File: src/rtl/mac_share_sched.sv
// mac_share_sched: two requesters share one 3-stage multiply-accumulate
// pipeline. Round-robin issue, per-requester accumulators, tagged results
// returned under valid/ready with a full-pipeline stall.
module mac_share_sched #(
    parameter int OP_W  = 4,
    parameter int ACC_W = 8
) (
    input  logic             clk,
    input  logic             rst,
    input  logic             req0_i,
    input  logic [OP_W-1:0]  a0_i,
    input  logic [OP_W-1:0]  b0_i,
    output logic             ack0_o,
    input  logic             req1_i,
    input  logic [OP_W-1:0]  a1_i,
    input  logic [OP_W-1:0]  b1_i,
    output logic             ack1_o,
    input  logic [1:0]       clr_i,
    output logic             out_valid_o,
    input  logic             out_ready_i,
    output logic             out_id_o,
    output logic [ACC_W-1:0] out_data_o,
    output logic [ACC_W-1:0] acc0_o,
    output logic [ACC_W-1:0] acc1_o
);

    localparam int PROD_W = 2 * OP_W;

    // Stage registers
    logic              s1_valid_r;
    logic              s1_id_r;
    logic [OP_W-1:0]   s1_a_r;
    logic [OP_W-1:0]   s1_b_r;
    logic              s2_valid_r;
    logic              s2_id_r;
    logic [ACC_W-1:0]  s2_prod_r;
    logic              out_valid_r;
    logic              out_id_r;
    logic [ACC_W-1:0]  out_data_r;
    logic [ACC_W-1:0]  acc0_r;
    logic [ACC_W-1:0]  acc1_r;
    // Requester granted most recently; 1 after reset so requester 0 wins first
    logic              last_r;

    // Combinational helpers
    logic              stall_s;
    logic              grant0_s;
    logic              grant1_s;
    logic [PROD_W-1:0] mul_s;
    logic [ACC_W-1:0]  prod_s;
    logic [ACC_W-1:0]  acc_base_s;
    logic [ACC_W-1:0]  sum_s;
    logic              load_s;

    assign stall_s = out_valid_r & ~out_ready_i;
    assign load_s  = ~stall_s & s2_valid_r;
    assign ack0_o  = grant0_s;
    assign ack1_o  = grant1_s;

    // Round-robin arbitration; no grant while the pipeline is stalled
    always_comb begin
        grant0_s = 1'b0;
        grant1_s = 1'b0;
        if (stall_s) begin
            grant0_s = 1'b0;
            grant1_s = 1'b0;
        end else if (req0_i && req1_i) begin
            grant0_s = last_r;
            grant1_s = ~last_r;
        end else if (req0_i) begin
            grant0_s = 1'b1;
        end else if (req1_i) begin
            grant1_s = 1'b1;
        end else begin
            grant0_s = 1'b0;
            grant1_s = 1'b0;
        end
    end

    // Round-robin pointer moves only when something is granted
    always_ff @(posedge clk) begin
        if (rst) begin
            last_r <= 1'b1;
        end else if (grant0_s) begin
            last_r <= 1'b0;
        end else if (grant1_s) begin
            last_r <= 1'b1;
        end
    end

    // S1: capture owner id and operands of the granted request (bubble if none)
    always_ff @(posedge clk) begin
        if (rst) begin
            s1_valid_r <= 1'b0;
            s1_id_r    <= 1'b0;
            s1_a_r     <= {OP_W{1'b0}};
            s1_b_r     <= {OP_W{1'b0}};
        end else if (!stall_s) begin
            s1_valid_r <= grant0_s | grant1_s;
            s1_id_r    <= grant1_s;
            s1_a_r     <= grant1_s ? a1_i : a0_i;
            s1_b_r     <= grant1_s ? b1_i : b0_i;
        end
    end

    // Unsigned product, zero-extended to accumulator width
    always_comb begin
        mul_s                = {{OP_W{1'b0}}, s1_a_r} * {{OP_W{1'b0}}, s1_b_r};
        prod_s               = {ACC_W{1'b0}};
        prod_s[PROD_W-1:0]   = mul_s;
    end

    // S2: register the product with its owner tag
    always_ff @(posedge clk) begin
        if (rst) begin
            s2_valid_r <= 1'b0;
            s2_id_r    <= 1'b0;
            s2_prod_r  <= {ACC_W{1'b0}};
        end else if (!stall_s) begin
            s2_valid_r <= s1_valid_r;
            s2_id_r    <= s1_id_r;
            s2_prod_r  <= prod_s;
        end
    end

    // Accumulate against the owner's accumulator; a same-edge clear zeroes the base
    always_comb begin
        acc_base_s = {ACC_W{1'b0}};
        if (s2_id_r) begin
            acc_base_s = clr_i[1] ? {ACC_W{1'b0}} : acc1_r;
        end else begin
            acc_base_s = clr_i[0] ? {ACC_W{1'b0}} : acc0_r;
        end
        sum_s = acc_base_s + s2_prod_r;
    end

    // Output register: holds under stall; tag/data only replaced by a real result
    always_ff @(posedge clk) begin
        if (rst) begin
            out_valid_r <= 1'b0;
            out_id_r    <= 1'b0;
            out_data_r  <= {ACC_W{1'b0}};
        end else if (!stall_s) begin
            out_valid_r <= s2_valid_r;
            if (s2_valid_r) begin
                out_id_r   <= s2_id_r;
                out_data_r <= sum_s;
            end
        end
    end

    // Accumulators: written on output loads, cleared by clr_i even under stall
    always_ff @(posedge clk) begin
        if (rst) begin
            acc0_r <= {ACC_W{1'b0}};
            acc1_r <= {ACC_W{1'b0}};
        end else begin
            if (load_s && !s2_id_r) begin
                acc0_r <= sum_s;
            end else if (clr_i[0]) begin
                acc0_r <= {ACC_W{1'b0}};
            end
            if (load_s && s2_id_r) begin
                acc1_r <= sum_s;
            end else if (clr_i[1]) begin
                acc1_r <= {ACC_W{1'b0}};
            end
        end
    end

    assign out_valid_o = out_valid_r;
    assign out_id_o    = out_id_r;
    assign out_data_o  = out_data_r;
    assign acc0_o      = acc0_r;
    assign acc1_o      = acc1_r;

endmodule

File: config.mk
export PLATFORM = sky130hd
export DESIGN_NAME = mac_share_sched
export DESIGN_NICKNAME = d
export VERILOG_FILES = /design/src/rtl/mac_share_sched.sv
export SDC_FILE = /design/constraint.sdc
export NUM_CORES = 1
export LEC_CHECK = 0
export CELL_PAD_IN_SITES_DETAIL_PLACEMENT = 0
export CELL_PAD_IN_SITES_GLOBAL_PLACEMENT = 1
export CORE_ASPECT_RATIO = 1.1
export CORE_MARGIN = 1.5
export CORE_UTILIZATION = 39
export DETAILED_ROUTE_END_ITERATION = 7
export PLACE_DENSITY = 0.81
export REMOVE_ABC_BUFFERS = 1
export SETUP_SLACK_MARGIN = 0.3
export SYNTH_ARGS = -nofsm -noshare
export SYNTH_HDL_FRONTEND = slang
export SYNTH_SLANG_ARGS = --single-unit
File: constraint.sdc
create_clock -name clk -period 3.5 [get_ports clk]
set_input_delay 1.05 -clock clk [delete_from_list [all_inputs] [get_ports clk]]
set_output_delay 1.05 -clock clk [all_outputs]
set_load 0.01 [all_outputs]
; Word-level counts from Yosys, hierarchy flattened
; Index checks and enable logic that the tools add are counted.
[classes]
n_addsub = 1
n_mul = 1
mux = 16
bitwise = 6
n_reduce_logical = 6
[op_table]
columns = operator, count
row1 = 8-bit 2-to-1 mux, 5
row2 = 1-bit 2-to-1 mux, 9
row3 = 8-bit adder, 1
row4 = 4-bit by 4-bit multiplier with 8-bit output, 1
row5 = 4-bit 2-to-1 mux, 2
row6 = 1-bit logical AND, 3
row7 = 1-bit NOT, 3
row8 = 1-bit AND, 2
row9 = 2-bit AND reduction, 1
row10 = 2-bit nonzero test, 1
row11 = 1-bit zero test, 1
row12 = 1-bit bitwise OR, 1
[totals]
register_bits = 47
input_bits = 23
out_inout_bits = 28
elab_cells = 43

; Longest topological paths before layout
; Gate-level depths: netlist of run 1.
[logic_depth]
word_depth = 6
depth_mapped = 12
mapped_depth_nobuf = 11

; Worst setup path after synthesis of run 1
; No wires, ideal clock.
[synth_timing]
path_kind = input port to output port
start = input out_ready_i
end = output ack0_o
arrival_time_ns = 1.862
required_time_ns = 2.450
slack_ns = 0.588
cell_stages = 5
n_path_buf = 2
path_cell_list = nand2b_1 buf_2 clkbuf_1 nand2_1 a21oi_1
[synth_via]
elab_chain_cells = 3
[synth_rtl]
columns = element, line
row1 = start: declaration, 20  ; input logic out_ready_i,
row2 = 1-bit NOT, 55  ; assign stall_s = out_valid_r & ~out_ready_i;
row3 = 1-bit AND, 55
row4 = 1-bit 2-to-1 mux, 64  ; if (stall_s) begin
row5 = end: declaration, 13  ; output logic ack0_o,
; No other way between the ends.

; Worst setup path after layout of run 1
[layout_timing]
start = input out_ready_i
end = output ack1_o
[layout_via]
elab_chain_cells = 3
[layout_rtl]
columns = element, line
row1 = 1-bit NOT, 55
row2 = 1-bit AND, 55
row3 = 1-bit 2-to-1 mux, 64
row4 = end: declaration, 17  ; output logic ack1_o,
; No other way between the ends.

==> reports/qor_table.md, run 1 <==
| Group | Result | This run |
|---|---|---|
| run status | Outcome | completed |
| grt | Global-route track usage on met3 | 0.0327 |
| floorplan | Height of the chip | 91.4 um |
| worst hold path | Worst Hold Path Cells | 2 |
| synthesis | Xor and xnor area share after synthesis | 0.0158 |
| drt | Total Wirelength | 6.52 mm |
| layout | P&R area growth vs syn | 30.2% |
| grt | GR Overflow Total | 0 |
| cts | CTS sink count | 47 |
| floorplan | I/O pin count | 51 |
| cts | Level count of the clock H-tree | 2 |
| pwr | Overall power | 1.11 mW |
| synthesis | Count of unique library cells instantiated by Yosys | 45 |
| grt | Vias in the first global route | 2429 |
| grt | Global-route wire length before repair | 11.2 mm |
| pwr | Relative contribution of the clock network to total power | 0.312 |
| timing | Max Clock Skew | 7.91 ps |
| timing | Max-slew headroom | 0.609 |
| worst hold path | Endpoint, Worst Hold | out_data_o[4]$_SDFFE_PP0P_ |
| floorplan | Initial core utilization | 0.400 |
| synthesis | Cell with the most instances after synthesis | nand2_1 |
| synthesis | Largest family of logic cells by synthesized area | simple AND/OR/NAND/NOR gates |
| synthesis | Most used DFF post-synth | dfxtp_1 |
| synthesis | Area fraction in compound gates after synthesis | 0.191 |
| drt | Routed via count | 2511 |
| floorplan | Width of the chip | 83.4 um |
| synthesis | Number of flops mapped to enable cells by yosys | 0 |
| setup path | Worst flop-to-flop path endpoint | s2_prod_r[6]$_SDFFE_PP0N_ |
| grt | Fraction of met1 tracks used by global routing | 0.226 |
| pwr | P_int | 0.811 mW |
| grt | Busiest grt layer | met2 |
| synthesis | Mux cell area share after synthesis | 0.0330 |
| pwr | Combinational Power Share | 0.168 |
| cts | Clk buf depth | 2 |
| layout | Final std cells w/o fill | 490 |
| grt | Initial antenna violation count | 0 |
| setup path | Startpoint of the most critical setup path | out_ready_i |
| pwr | Switching part of the total power | 0.268 |
| synthesis | Synth Warn # | 0 |
| floorplan | Placeable core area | 0.00693 mm2 |
| layout | Count of inserted antenna diode cells | 0 |
| synthesis | Synth top area cells | dfxtp_1 34%, ha_1 8.6%, nand2_1 8.0%, a21oi_1 6.1%, fa_1 3.6% |
| timing | Post-route worst hold slack | 455 ps |
| placed design | Placed cell count | 481 |
| grt | Met2 GRT Util | 0.314 |
| grt | Largest net degree at the start of global routing | 37 |
| timing | Setup ws final | 375 ps |
| timing | Final setup violation count | 0 |
| run | Max capacitance violation total | 0 |
| synthesis | Largest area contributor in the netlist | dfxtp_1 |
| setup path | Worst R2R Path Depth | 10 |
| synthesis | Post-synthesis simple-gate area fraction | 0.262 |
| setup path | Worst reg2reg startpoint | s1_a_r[0]$_SDFFE_PP0N_ |
| timing | Transition time at the pin with the least slew margin | 585 ps |
| setup path | Maximum fanout count along the critical path | 3 |
| placed design | Detailed-placement wirelength estimate | 4.93 mm |
| timing | Max frequency | 0.320 GHz |
| drt | Number of antenna-violating nets in the routed design | 0 |
| setup path | CP startpoint kind | input port |
| synthesis | Synth Area per Inst | 8.20 um2 |
| layout | Share of final-layout standard cells stronger than drive strength 1 | 0.116 |
| layout | Fin util | 0.521 |
| synthesis | Most frequent cells after synthesis | 59 x nand2_1, 47 x dfxtp_1, 34 x a21oi_1, 25 x nor2_1, 19 x ha_1 |
| worst hold path | Path class of the lowest-slack min-delay path | register to register |
| synthesis | Portion of synthesized cell area occupied by the leading cell type | 0.340 |
| pwr | Max VDD drop | 0.171 mV |
| placed design | Standard cell area after detailed placement | 0.00349 mm2 |
| timing | Final Max Tran Viols | 0 |
| timing | Final setup TNS | 0 ps |
| setup path | Crit path kind | input port to output port |
| setup path | Setup crit end kind | output port |
| synthesis | Async set or reset register ratio after synthesis | 0 |
| cts | Clock tree root buffer cell | clkbuf_8 |
| synthesis | Sequential element share of the synthesized area | 0.340 |
| synthesis | Post-Synthesis Cells | 338 |
| drt | Number of detailed-routing iterations run before antenna repair | 4 |
| setup path | R2R Setup Slk | 620 ps |
| floorplan | Area enclosed by the die boundary | 0.00762 mm2 |
| layout | Nets@finish | 452 |
| synthesis | Post-synthesis register bit count | 47 |
| worst hold path | Hold path start | out_data_o[4]$_SDFFE_PP0P_ |
| floorplan | Placement row count | 32 |
| cts | Total CTS buffers | 5 |
| synthesis | Post-synth design cell area | 0.00277 mm2 |
| timing | Setup repair after global routing missed its margin | false |
| pwr | Static leakage | 1.49 nW |
| pwr | Seq pwr share | 0.519 |
| pwr | Power spent charging and discharging nets | 0.297 mW |
| cts | Clock tree from TritonCTS | yes |
| placed design | GPL Wtd Cong | 0.825 |
| synthesis | Adder-Cell Fraction of Synth Area | 0.122 |
| timing | Final clock period utilization by the worst path | 0.893 |
| drt | Number of vias per cell | 5.12 |
| placed design | Place WS | -111 ps |
| drt | Number of DRC violations after detailed routing | 0 |
| setup path | Critical Path AT | 2080 ps |
| placed design | Number of port buffers | 50 |
| setup path | Data required time at the worst endpoint | 2450 ps |
| drt | Count of routing violations after the opening detailed-route iteration | 88 |
| grt | Aggregate global-route resource usage | 0.180 |
| cts | Clock-pin slew on the worst setup and hold paths | 90 ps |
| timing | Final critical path time including I/O delays and setup | 3130 ps |
| drt | Average wire per standard cell | 13.3 um |
| timing | Final-report hold violation count | 0 |
| pwr | Total power density per cell area | 307 mW/mm2 |
| layout | Layout Cell Area excl Fill | 0.00361 mm2 |
| cts | Source-to-sink clock delay at the later pin of the worst-skew pair | 300 ps |
power groups by stage:
stage / logic [mW] / clock network, mW / registers, mW
final: 0.187 / 0.346 / 0.576
after global routing: 0.210 / 0.382 / 0.579
after CTS: 0.189 / 0.359 / 0.576
after detailed placement: 0.184 / 0 / 0.588
after global placement: 0.183 / 0 / 0.587
after floorplan: 0.0955 / 0 / 0.584
kinds of logic after synthesis:
kind of cell,after synthesis
XOR/XNOR,5
AND/OR/NAND/NOR,144
adder cells (fa/ha/maj),24
flip-flops,47
buffers and inverters,26
AO/OA/AOI/OAI,83
multiplexers,9
sequential cells by signal, indices dropped and copies added, names as in the netlist, 4 cells and up:
| register | flops |
|---|---|
| s1_b_r | 4 |
| acc1_o | 8 |
| s2_prod_r | 8 |
| s1_a_r | 4 |
| acc0_o | 8 |
| out_data_o | 8 |
worst max-delay path, stage by stage:
cell and delay, ps:
clkdlybuf4s50_1 480, nand2b_4 140, nand2_1 70, a21o_1 170, inv_1 50, clkbuf_2 120
timing repair:
| item | CTS | global route |
|---|---|---|
| setup buffers | 2 | 0 |
| hold buffers | 0 | 0 |
| pin swaps | 2 | 0 |
| endpoints found under the setup margin | 10 | 2 |
| resized for setup | 9 | 4 |
layout by cell type (no fill, tap or decap), types with 2 or more instances in the layout:
cell,n
clkbuf_8,6
o211ai_1,3
nor2b_1,2
and2_1,13
dfxtp_1,47
nand2_1,59
a21o_1,4
nand3b_1,4
o21a_1,2
clkbuf_2,2
fa_1,5
dlygate4sd2_1,2
o21ai_0,13
xnor2_1,5
o31ai_1,2
nand4_1,3
o221ai_1,2
nor2_1,25
ha_1,19
and2b_2,6
nand2b_1,12
a211oi_1,12
a21oi_1,34
nor3b_1,5
mux2i_1,8
a31oi_1,2
buf_4,25
inv_1,11
nor3_1,4
clkdlybuf4s50_1,46
nand3_1,2
o21ai_1,2
area by class of cell:
type | count | area [um2]
tap | 85 | 106
multi-input combinational | 265 | 1750
fill | 687 | 3320
sequential | 47 | 941
inverter | 11 | 41.3
clock buffer | 6 | 82.6
timing repair buffer | 75 | 676
clock inverter | 1 | 8.76
worst max path at each step:
stage                                  to  slack [ps]  cells past startpoint
6_report                           ack1_o         370                      6
5_1_grt                            ack1_o         300                      6
4_1_cts                            ack1_o         230                      6
3_5_place_dp   out_data_o[6]$_SDFFE_PP0P_        -110                     12
3_3_place_gp   out_data_o[6]$_SDFFE_PP0P_         -70                     12
2_1_floorplan                      ack1_o         130                      4
per-layer routing:
metal  share of wire  vias to the layer above
li1                -                     1316
met4           0.021                        0
met3           0.036                       13
met1            0.45                     1123
met2            0.49                       59
met5               0                        -
Power figures use the tool's default switching activity.
==> inputs of run 2 (changes only) <==
PLACE_DENSITY = 0.76   (was 0.81)
RECOVER_POWER = 25   (was unset)
SETUP_SLACK_MARGIN = 0.05   (was 0.3)
==> reports/qor_table.md, run 2 (same netlist as run 1, synthesis figures left out) <==
| Group | Result | This run |
|---|---|---|
| run status | Outcome | completed |
| setup path | Data required time at the worst endpoint | 2450 ps |
| grt | GR Overflow Total | 0 |
| setup path | Largest incremental delay on the critical path | 560 ps |
| cts | CTS sink count | 47 |
| cts | Clock tree from TritonCTS | yes |
| timing | Max-slew headroom | 0.511 |
| floorplan | Area enclosed by the die boundary | 0.00762 mm2 |
| layout | Final std cells w/o fill | 484 |
| drt | Number of antenna-violating nets in the routed design | 0 |
| layout | Layout Cell Area excl Fill | 0.00359 mm2 |
| setup path | Cell class contributing the biggest share of worst-path delay | buffers and inverters |
| timing | Max Clock Skew | 6.56 ps |
| floorplan | Placement row count | 32 |
| placed design | GPL Wtd Cong | 0.866 |
| floorplan | Placeable core area | 0.00693 mm2 |
| setup path | Number of buffer and inverter instances along the worst setup path | 3 |
| drt | Number of DRC violations after detailed routing | 0 |
| timing | Setup ws final | 151 ps |
| worst hold path | Path class of the lowest-slack min-delay path | register to register |
| timing | Max frequency | 0.299 GHz |
| setup path | Cell at the slowest stage of the critical path | dlygate4sd3_1 |
| drt | Number of detailed-routing iterations run before antenna repair | 4 |
| floorplan | Height of the chip | 91.4 um |
| drt | Average wire per standard cell | 13.6 um |
| timing | Final clock period utilization by the worst path | 0.957 |
| grt | Global-route wire length before repair | 11.2 mm |
| cts | Post-CTS Setup Bufs | 0 |
| timing | Final Max Tran Viols | 0 |
| layout | Commonest non-fill, non-tap cells in the layout | 59 x nand2_1, 47 x dfxtp_1, 34 x a21oi_1, 31 x clkdlybuf4s50_1, 25 x nor2_1 |
| floorplan | Width of the chip | 83.4 um |
| timing | Final-report hold violation count | 0 |
| cts | Level count of the clock H-tree | 2 |
| placed design | Detailed-placement wirelength estimate | 4.88 mm |
| pwr | Total power density per cell area | 322 mW/mm2 |
| timing | Final setup TNS | 0 ps |
| timing | Transition time at the pin with the least slew margin | 731 ps |
| cts | Source-to-sink clock delay at the later pin of the worst-skew pair | 300 ps |
| timing | Final critical path time including I/O delays and setup | 3350 ps |
| setup path | Maximum fanout count along the critical path | 3 |
| cts | Clock-pin slew on the worst setup and hold paths | 90 ps |
| run | Max capacitance violation total | 0 |
| layout | Share of final-layout standard cells stronger than drive strength 1 | 0.0902 |
| cts | Total CTS buffers | 5 |
| timing | Setup repair after global routing missed its margin | false |
| grt | Aggregate global-route resource usage | 0.181 |
| drt | Total Wirelength | 6.60 mm |
| layout | Nets@finish | 446 |
| worst hold path | Hold path start | out_data_o[0]$_SDFFE_PP0P_ |
| cts | Clk buf depth | 2 |
| setup path | CP startpoint kind | input port |
| grt | Vias in the first global route | 2421 |
| setup path | Number of stages on the worst setup path | 6 |
| setup path | Setup crit end kind | output port |
| drt | Routed via count | 2498 |
| cts | Clock tree root buffer cell | clkbuf_8 |
| pwr | Static leakage | 1.52 nW |
| pwr | Max VDD drop | 0.188 mV |
| grt | Initial antenna violation count | 0 |
| setup path | Worst reg2reg startpoint | s1_a_r[0]$_SDFFE_PP0N_ |
| placed design | Place WS | -121 ps |
| layout | Filler cells | 684 |
| timing | Final setup violation count | 0 |
| worst hold path | Worst Hold Path Cells | 2 |
| placed design | Number of port buffers | 50 |
| setup path | Critical Path AT | 2300 ps |
| floorplan | Initial core utilization | 0.400 |
| setup path | Crit path kind | input port to output port |
| setup path | CP Cell Sequence | dlygate4sd3_1 -> nand2b_4 -> nand2_1 -> a21o_1 -> inv_1 -> dlygate4sd2_1 |
| layout | P&R area growth vs syn | 29.4% |
| placed design | Standard cell area after detailed placement | 0.00347 mm2 |
| layout | Count of inserted antenna diode cells | 0 |
| layout | Fin util | 0.518 |
| cts | Cts hold-fix bufs | 0 |
| layout | Commonest non-fill, non-tap cell in the layout | nand2_1 |
| grt | Largest net degree at the start of global routing | 40 |
| drt | Count of routing violations after the opening detailed-route iteration | 66 |
| drt | Number of vias per cell | 5.16 |
| placed design | Placed cell count | 477 |
| setup path | Startpoint of the most critical setup path | out_ready_i |
| floorplan | I/O pin count | 51 |
| setup path | Worst R2R Path Depth | 10 |
==> run 2: cell types whose count changed in the layout (fill, tap and decap cells not counted), moves of 2 or more <==
cell             change
dlygate4sd3_1       +16
buf_4                -7
clkdlybuf4s50_1     -15
clkbuf_2             -2
==> run 2: per-stage QoR <==
step	hold WS, ps	total power [mW]
after detailed placement	445	0.771
after global routing	481	1.21
after floorplan	430	0.679
after global placement	444	0.769
final	454	1.15
after CTS	461	1.17
==> run 2: worst paths after layout <==
check | to | slack (ps)
setup / recovery | ack1_o | 150
hold / removal | out_data_o[0]$_SDFFE_PP0P_ | 450
setup reg to reg | s2_prod_r[6]$_SDFFE_PP0N_ | 620
hold reg to reg | out_data_o[0]$_SDFFE_PP0P_ | 450
==> run 2: worst reg2reg max path, cell delays in order (launching register included) <==
cell and delay, ps:
dfxtp_1 400, nand2_1 100, fa_1 530, inv_1 50, fa_1 530, fa_1 480
a21o_1 200, a21oi_1 170, xnor2_1 140, nand2_1 70, a21oi_1 140
==> run 2: timing repair <==
item	in CTS	in global routing
resized for setup	3	1
endpoints found under the hold margin	0	0
endpoints found under the setup margin	2	2
==> run 2: final cells by class <==
cell class,count,area (um2),share of cell area
repair buffers,69,656,0.183
clock buffers,5,68.8,0.0192
clock inverters,2,37.5,0.0105
multi-input cells,265,1740,0.484
well taps,85,106,0.0297
flip-flops and latches,47,941,0.262
inverters,11,41.3,0.0115
==> run 2: report_power, final <==
group,switching [mW],internal [mW],leakage [nW]
sequential,0.0201,0.556,0.383
combinational,0.0890,0.0897,1.08
clock,0.191,0.209,0.0502
total,0.300,0.854,1.52
==> run 2: metal layers <==
metal  track usage  vias to the layer above  share of wire
met1         0.214                     1145           0.45
met5             0                        -              0
met4        0.0458                        0          0.011
li1              -                     1296              -
met2         0.336                       51           0.51
met3        0.0327                        6          0.035
